==> src/rtl/encoder8_3_queue.sv <==
// Priority encoder with an 8-entry pending-event set and a one-deep valid/ready output stage.
// Optional ENCODER_MERGE_COUNT_EN adds a saturating count of edges where a request merged into a pending event.
module encoder8_3_queue #(
    parameter int unsigned LSB_FIRST = 0
) (
    input  logic       clk,
    input  logic       rst,
    input  logic [7:0] req,
    input  logic       ready,
    output logic [2:0] code,
    output logic       valid,
    output logic [7:0] pending
`ifdef ENCODER_MERGE_COUNT_EN
    ,
    output logic [3:0] merge_cnt
`endif
);

    localparam int unsigned N_REQ  = 8;
    localparam int unsigned CODE_W = 3;
    localparam int unsigned CNT_W  = 4;

    typedef enum logic {
        S_EMPTY = 1'b0,
        S_FULL  = 1'b1
    } state_t;

    state_t              r_state;
    logic [N_REQ-1:0]    r_pending;
    logic [CODE_W-1:0]   r_code;
    logic                r_valid;

    logic                w_load;
    logic                w_any;
    logic [CODE_W-1:0]   w_sel;
    logic [N_REQ-1:0]    w_take;

    // Highest-priority pending index; the last hit in scan order wins.
    always_comb begin
        logic [CODE_W-1:0] idx;
        w_sel = '0;
        idx   = '0;
        for (int i = 0; i < N_REQ; i++) begin
            if (LSB_FIRST != 0) begin
                idx = CODE_W'(N_REQ - 1 - i);
            end else begin
                idx = CODE_W'(i);
            end
            if (r_pending[idx]) begin
                w_sel = idx;
            end
        end
    end

    assign w_load = (r_state == S_EMPTY) || ready;
    assign w_any  = |r_pending;
    assign w_take = (w_load && w_any) ? (N_REQ'(1) << w_sel) : '0;

    // Output FSM and pending set; a req on the bit being taken re-posts it.
    always_ff @(posedge clk or posedge rst) begin
        if (rst) begin
            r_state   <= S_EMPTY;
            r_pending <= '0;
            r_code    <= '0;
            r_valid   <= 1'b0;
        end else begin
            r_pending <= (r_pending & ~w_take) | req;
            if (w_load) begin
                if (w_any) begin
                    r_code  <= w_sel;
                    r_valid <= 1'b1;
                    r_state <= S_FULL;
                end else begin
                    r_valid <= 1'b0;
                    r_state <= S_EMPTY;
                end
            end
        end
    end

    assign code    = r_code;
    assign valid   = r_valid;
    assign pending = r_pending;

`ifdef ENCODER_MERGE_COUNT_EN
    logic [CNT_W-1:0] r_merge_cnt;
    logic             w_merge;

    assign w_merge = |(req & r_pending & ~w_take);

    always_ff @(posedge clk or posedge rst) begin
        if (rst) begin
            r_merge_cnt <= '0;
        end else if (w_merge && (r_merge_cnt != {CNT_W{1'b1}})) begin
            r_merge_cnt <= r_merge_cnt + CNT_W'(1);
        end
    end

    assign merge_cnt = r_merge_cnt;
`endif

endmodule

==> config.mk <==
export PLATFORM = sky130hd
export DESIGN_NAME = encoder8_3_queue
export DESIGN_NICKNAME = d
export VERILOG_FILES = /design/src/rtl/encoder8_3_queue.sv
export SDC_FILE = /design/constraint.sdc
export NUM_CORES = 1
export LEC_CHECK = 0
export CAP_MARGIN = 20
export CORE_MARGIN = 1.5
export CORE_UTILIZATION = 41
export DETAILED_ROUTE_END_ITERATION = 8
export PLACE_DENSITY = 0.82
export SETUP_SLACK_MARGIN = 0.5
export SLEW_MARGIN = 15
export SYNTH_ARGS = -nofsm -noshare
export SYNTH_HDL_FRONTEND = slang
export SYNTH_SLANG_ARGS = --single-unit
==> constraint.sdc <==
create_clock -name clk -period 1.92 [get_ports clk]
set_clock_uncertainty 0.1 [all_clocks]
set_input_delay 0.384 -clock clk [delete_from_list [all_inputs] [get_ports clk]]
set_output_delay 0.384 -clock clk [all_outputs]
set_load 0.01 [all_outputs]
After elaboration in Yosys (flattened, before gate mapping). Cells that the tools add are included.

Bits in registers: 12. Bits of input ports: 11. Output and inout bits: 12. Logic and storage cells: 21.

Shift operators: 1. Multiplexer cells: 9. Bitwise gates (word level): 4. Reductions and logical operators: 4.

Operator list (count): 2-to-1 mux 3 bit (4); AND 8 bit (1); 2-to-1 mux 8 bit (1); inverter 8 bit (1); OR 8 bit (1); OR reduction 8 bit (1); left shift 1 x 3 -> 8 bit (first input constant) (1); 2-to-1 mux 2 bit (2); 2-to-1 mux 1 bit (2); AND reduction 2 bit (1); logical AND 1 bit (1); logical OR 1 bit (1); inverter 1 bit (1).

Depth between registers and ports, before layout. Gate-level depths: netlist (run 1).

Depth in word-level cells: 12. Depth in mapped cells: 4.

Least setup slack after synthesis (run 1). OpenSTA, ideal clock, no wires.

Path kind: register -> register. From: register r_pending[7] (netlist: pending[7]). To: register r_pending[0] (netlist: pending[0]). Library setup time: 0.133 ns. Data arrival time: 1.426 ns. Required time: 1.687 ns. Slack: 0.261 ns. Cell stages (with the launch flop): 5. Path buffers: 1. Cells stage by stage: dfrtp_1 clkbuf_2 or4_4 nor4_2 a31oi_1.

Longest elaborated chain between the ends: 6. Elaborated cells on any way between the ends: 8. Classes of those cells: shift: 1; mux: 2; bitwise: 3; reduce/logical: 2.

Ends and longest elaborated chain: start, declared (RTL line 29) `logic [N_REQ-1:0] r_pending;`; start signal, assigned (RTL line 67) `r_pending <= (r_pending & ~w_take) | req;`; OR reduction 8 bit or 2-to-1 mux 3 bit (tied branches) (RTL line 56, 49); logical AND 1 bit or left shift 1 x 3 -> 8 bit (tied branches) (RTL line 57) `assign w_take = (w_load && w_any) ? (N_REQ'(1) << w_sel) : '0;`; 2-to-1 mux 8 bit (*) (RTL line 57); inverter 8 bit (*) (RTL line 67); AND 8 bit (*) (RTL line 67); OR 8 bit (*) (RTL line 67).

Every way passes the cells marked *; elsewhere a longest branch is shown, timed or not. A chain may end at the register's enable or synchronous reset.

Worst setup path in the final report (run 1).
From: register r_pending[7] (netlist: pending[7]). To: register r_pending[1] (netlist: pending[1]).

The elaborated chain is that of the path after synthesis.

==> results by group, run 1 <==
Synth
  • Cell variety after synth: 25
  • Top-area cell type share of the netlist area: 50.7%
  • Main combinational cell family by area after synthesis: simple AND/OR/NAND/NOR gates
  • Syn. warnings: 0
  • Adder-Cell Fraction of Synth Area: 0%
  • Syn nets: 67
  • Synth top area cells: dfrtp_1, nor4_2, a31oi_1
  • Async S/R FF share, synth: 100%
  • Mean Syn Cell Area: 10.6 sq um
  • Compound-Gate Fraction of Synth Area: 17.1%
  • Simple-gate share of the synthesized area: 23.7%
  • Top-count cell post-synth: dfrtp_1
  • Cell Area, Synth: 592 sq um
  • Post-Synth XOR/XNOR Area: 0%
  • Seq/Total Area, Yosys: 50.7%
  • Post-synth EDFFs: 0
  • Post-Synthesis Cells: 56
  • Mux cell area share after synthesis: 1.90%
  • Post-synth top cells: dfrtp_1, inv_1, nor2_1, a31oi_1
  • Yosys reg bits: 12
  • Commonest register cell after synthesis: dfrtp_1
  • Yosys top cell by area: dfrtp_1

Clocking
  • Max Root-Sink Buffers: 2
  • Clock transition at path regs: 80 ps
  • H-tree Lvls: 1
  • Hold-fix buffers, CTS: 0
  • CTS Root Cell: clkbuf_4
  • Clock Latency Late Sink: 270 ps
  • TritonCTS clock tree: done
  • TritonCTS buffer count: 3
  • Clock Sinks: 12

GRT
  • Initial antenna violation count: 0
  • Global-route wire length before repair: 2.62 mm
  • GRT Overall Usage: 25.2%
  • Vias in the first global route: 586
  • Total grt overflow: 0
  • Largest net degree at the start of global routing: 13

Detailed routing
  • Initial DRC Count: 10
  • Routed WL: 1.68 mm
  • Number of nets still failing antenna checks after routing: 0
  • WL/cell: 15.2 um
  • Number of remaining DRC errors: 0
  • Pre-Repair DR Iteration Count: 6
  • Via count: 584
  • Routed vias/inst: 5.31

Floorplanning
  • Core area: 1320 sq um
  • Initial Util: 44.9%
  • I/O pin cnt: 23
  • Site Rows: 13
  • Die area: 1680 sq um
  • Die Y: 41.0 um
  • Horiz. Die Dim: 41.0 um

Power and ir drop
  • Comb pwr share: 16.1%
  • Switch Pwr: 0.123 mW
  • Clock share of power: 31.7%
  • Worst vdd ir: 376 uV
  • Pleak: 0.405 nW
  • Seq pwr share: 52.2%
  • Pint: 0.387 mW
  • Power per cell area: 508 nW/um^2
  • PnR Total Power: 0.510 mW
  • Switching fraction of total power: 24.1%

Worst setup path
  • WP data required: 1970 ps
  • Critical path class: reg -> reg
  • WP data arrival: 1580 ps
  • CP startpoint kind: register
  • Crit. End Element: register
  • Worst Path Max Fanout: 8

STA
  • Final Max Slew Viols: 0
  • Unrepaired setup endpoints after global routing: true
  • Max Clk Rate: 651 MHz
  • Period utilization: 80.0%
  • Sum Neg Setup Slack: 0 ps
  • Setup Viol. Count Final: 0
  • Slew of the pin with the lowest slew margin: 449 ps
  • Final min period: 1540 ps
  • Max_slew headroom: 70.0%
  • Final hold vios: 0
  • Final worst slack: 384 ps

Place
  • DP Worst Slack: 68.2 ps
  • Placed cells: 92
  • Post-DP HPWL: 952 um
  • Final Wtd Congestion: 0.802
  • Port bufs: 22

Hold path
  • Hold Crit Class: in -> async

Finish
  • Layout cells sized above 1: 45.3%
  • Nets: 107
  • Fin util: 76.3%
  • Area delta synth->final: 69.8%
  • ANT cells: 0
  • Final std cells w/o fill: 110
  • # fillers: 102

Flow run
  • Max Cap Viol: 0

Outcome
  • Status: finished clean
[power by group through the flow]
stage / combinational, mW / clock, mW / sequential (mW)
after floorplan: 0.0305 / 0 / 0.276
after global placement: 0.0659 / 0 / 0.275
after detailed placement: 0.0668 / 0 / 0.275
after CTS: 0.0806 / 0.166 / 0.266
after global routing: 0.0892 / 0.183 / 0.267
final: 0.0821 / 0.162 / 0.266
[final timing paths]
check                           slack, ps  depth (start not counted)                    to            startpoint
worst min-delay path                  320                          2  pending[0]$_DFF_PP0_                   rst
max in group asynchronous            1060                          2  pending[2]$_DFF_PP0_                   rst
worst min register to register        410                          1   code[1]$_DFFE_PP0P_   code[1]$_DFFE_PP0P_
min in group clk                      410                          1   code[1]$_DFFE_PP0P_   code[1]$_DFFE_PP0P_
worst max register to register        380                          4  pending[1]$_DFF_PP0_  pending[7]$_DFF_PP0_
worst max-delay path                  380                          4  pending[1]$_DFF_PP0_  pending[7]$_DFF_PP0_
[registers in the layout, summed over array words and instances, names as in the netlist]
name	cells
pending	8
valid	1
code	3
[area by class of cell]
type	count	area (sq um)	area share, %
Clock buffer	4	26.3	2.62
Inverter	6	22.5	2.24
Multi-Input combinational cell	36	314	31.3
Sequential cell	12	308	30.6
Tap cell	15	18.8	1.87
Timing Repair Buffer	37	315	31.4
[routing by layer]
metal  global-route usage [%]  wire length [um]  vias to the layer above
li1                         -                 -                      279
met1                     28.7               716                      285
met2                     44.1               879                       18
met3                     8.15                71                        2
met4                     7.50                 9                        0
met5                        0                 0                        -
[logic make-up (layout without fill, tap and decap cells)]
kind of cell,Yosys count,count (layout)
muxes,1,1
and+or+nand+nor,20,20
DFF,12,12
buffers and inverters,8,47
AOI/OAI and AO/OA,15,15
[layout by cell type (no fill, tap or decap), drive strengths merged, types with 2 or more instances in the layout]
| cell | Yosys | routed |
|---|---|---|
| a31oi | 4 | 4 |
| buf | 1 | 19 |
| clkbuf | 1 | 7 |
| clkdlybuf4s15 | 0 | 5 |
| clkdlybuf4s50 | 0 | 10 |
| dfrtp | 12 | 12 |
| inv | 6 | 6 |
| nand2b | 3 | 3 |
| nor2 | 5 | 5 |
| nor3 | 2 | 2 |
| nor4 | 3 | 3 |
| o21ai | 3 | 3 |
| o31ai | 2 | 2 |
[worst max-delay path, cell delays in order (launching register included)]
cell and delay [ps]:
dfrtp_2 410, buf_6 140, or4_4 460, nor4_4 190, a31oi_1 120
[per-stage QoR]
step,hold WS [ps],cell area (sq um)
final,317,1000
after global placement,384,850
after global routing,332,1000
after detailed placement,399,850
after floorplan,148,628
after CTS,324,1010
[timing repair]
action,CTS,global route
buffers inserted,13,1
pin swaps,8,5
gates resized for setup,35,14
setup endpoints to repair,19,18
No activity file was read; power rests on OpenSTA's default activity.
==> inputs of run 2 (changes only) <==
Settings changed: CORE_UTILIZATION 41 to 37, PLACE_DENSITY 0.82 to 0.78.
Clock period 1.92 ns to 1.2 ns, I/O delays scaled along.
==> results by group, run 2 (synthesis results as in run 1) <==
Worst setup path
  • Critical path class: reg -> reg
  • Crit. End Element: register
  • Crit path launch: pending[6]$_DFF_PP0_
  • Reg-to-Reg Start: pending[6]$_DFF_PP0_
  • CP startpoint kind: register
  • Cells on worst reg2reg path: 3
  • CP max stage delay: 570 ps
  • WP data arrival: 1570 ps
  • WP data required: 1240 ps
  • Crit-path cells: or4_4, nor4_4, a31oi_1
  • Worst reg-to-reg setup slack: -330 ps
  • Worst Path Max Fanout: 2
  • Slowest stage cell, crit path: or4_4
  • Critical R2R Capture: pending[1]$_DFF_PP0_

STA
  • Final worst slack: -333 ps
  • Final hold vios: 0
  • Max Clk Rate: 652 MHz
  • Slew of the pin with the lowest slew margin: 258 ps
  • Setup Viol. Count Final: 16
  • Hold slack: 160 ps
  • Period utilization: 128%
  • Sum Neg Setup Slack: -2830 ps
  • Final min period: 1530 ps
  • Unrepaired setup endpoints after global routing: true
  • Max_slew headroom: 82.6%
  • Final Max Slew Viols: 0

Floorplanning
  • Die Y: 43.0 um
  • Site Rows: 14
  • I/O pin cnt: 23
  • Die area: 1850 sq um
  • Initial Util: 39.3%
  • Horiz. Die Dim: 43.0 um
  • Core area: 1510 sq um

Flow run
  • Max Cap Viol: 0

Place
  • Post-DP HPWL: 1.05 mm
  • Placed cells: 104
  • DP Worst Slack: -525 ps
  • Placed Area: 936 sq um
  • Port bufs: 22
  • Final Wtd Congestion: 0.749

Finish
  • Final std cells w/o fill: 122
  • Cell area after layout: 1150 sq um
  • Fin util: 76.2%
  • Most common cell after layout, fill and taps aside: buf_4
  • Commonest non-fill, non-tap cells in the layout: buf_4, buf_6, clkdlybuf4s50_1, dfrtp_1, buf_2
  • # fillers: 96
  • Nets: 118
  • ANT cells: 0
  • Area delta synth->final: 93.9%
  • Largest register FFs: 8
  • Layout cells sized above 1: 57.5%

GRT
  • Global-route wire length before repair: 2.62 mm
  • Largest net degree at the start of global routing: 13
  • Vias in the first global route: 622
  • GRT Overall Usage: 19.0%
  • Initial antenna violation count: 0
  • Total grt overflow: 0

Power and ir drop
  • Worst vdd ir: 587 uV
  • Pleak: 0.506 nW
  • Power per cell area: 778 nW/um^2
  • PnR Total Power: 0.893 mW

Detailed routing
  • Pre-Repair DR Iteration Count: 4
  • Routed WL: 1.64 mm
  • Initial DRC Count: 4
  • Number of remaining DRC errors: 0
  • Number of nets still failing antenna checks after routing: 0
  • Via count: 618
  • WL/cell: 13.5 um
  • Routed vias/inst: 5.07

Outcome
  • Status: finished with violations
  • Violations in the final reports: negative setup slack

Clocking
  • TritonCTS clock tree: done
  • H-tree Lvls: 1
  • Clock transition at path regs: 70 ps
  • CTS Root Cell: clkbuf_4
  • Clock Latency Late Sink: 270 ps
  • TritonCTS buffer count: 3
  • Hold-fix buffers, CTS: 0
  • Clock Sinks: 12
  • Max Root-Sink Buffers: 2

Hold path
  • Hold Crit Class: in -> async
## run 2: how the worst max path moves through the flow
stage / to / slack, ps / cells past startpoint
floorplan: pending[0]$_DFF_PP0_ / -420 / 3
global placement: code[1]$_DFFE_PP0P_ / -470 / 4
detailed placement: code[1]$_DFFE_PP0P_ / -520 / 4
CTS: pending[1]$_DFF_PP0_ / -310 / 3
finish: pending[1]$_DFF_PP0_ / -330 / 3
global route: pending[0]$_DFF_PP0_ / -380 / 3
## run 2: layout make-up
type / count / area, sq um / share of cell area [%]
clock buffer: 4 / 36.3 / 3.16
inverter: 6 / 22.5 / 1.96
sequential: 12 / 307 / 26.7
multi-input combinational: 36 / 339 / 29.6
timing repair buffer: 48 / 423 / 36.9
tap: 16 / 20.0 / 1.74
## run 2: routing by layer
metal | up-vias | global-route usage [%] | share of wire, % | wire [um]
met5 | - | 0 | 0 | 0
met4 | 0 | 7.88 | 0 | 0
met3 | 0 | 2.98 | 3.4 | 56
met2 | 18 | 33.0 | 53 | 875
met1 | 296 | 23.3 | 43 | 712
li1 | 304 | - | - | -
## run 2: report_power, final
part / internal [mW] / switching (mW)
clock: 0.184 / 0.130
sequential: 0.417 / 0.00679
combinational: 0.0861 / 0.0686
total: 0.687 / 0.206
## run 2: critical path, delay by kind of cell, from the launching register on
family           cells  cell delay [ps]
AND/OR/NAND/NOR      2              770
flip-flops           1              420
AO/OA/AOI/OAI        1              120
## run 2: what timing repair did
action | CTS | global route
pin swaps | 5 | 5
gates resized for setup | 69 | 5
setup buffers | 13 | 1
setup endpoints to repair | 24 | 24
==> inputs of run 3 (changes only) <==
Settings changed: CAP_MARGIN 20 to 15.
==> results of run 3 <==
No change in the layout: final DEF, timing and power equal those of run 2.
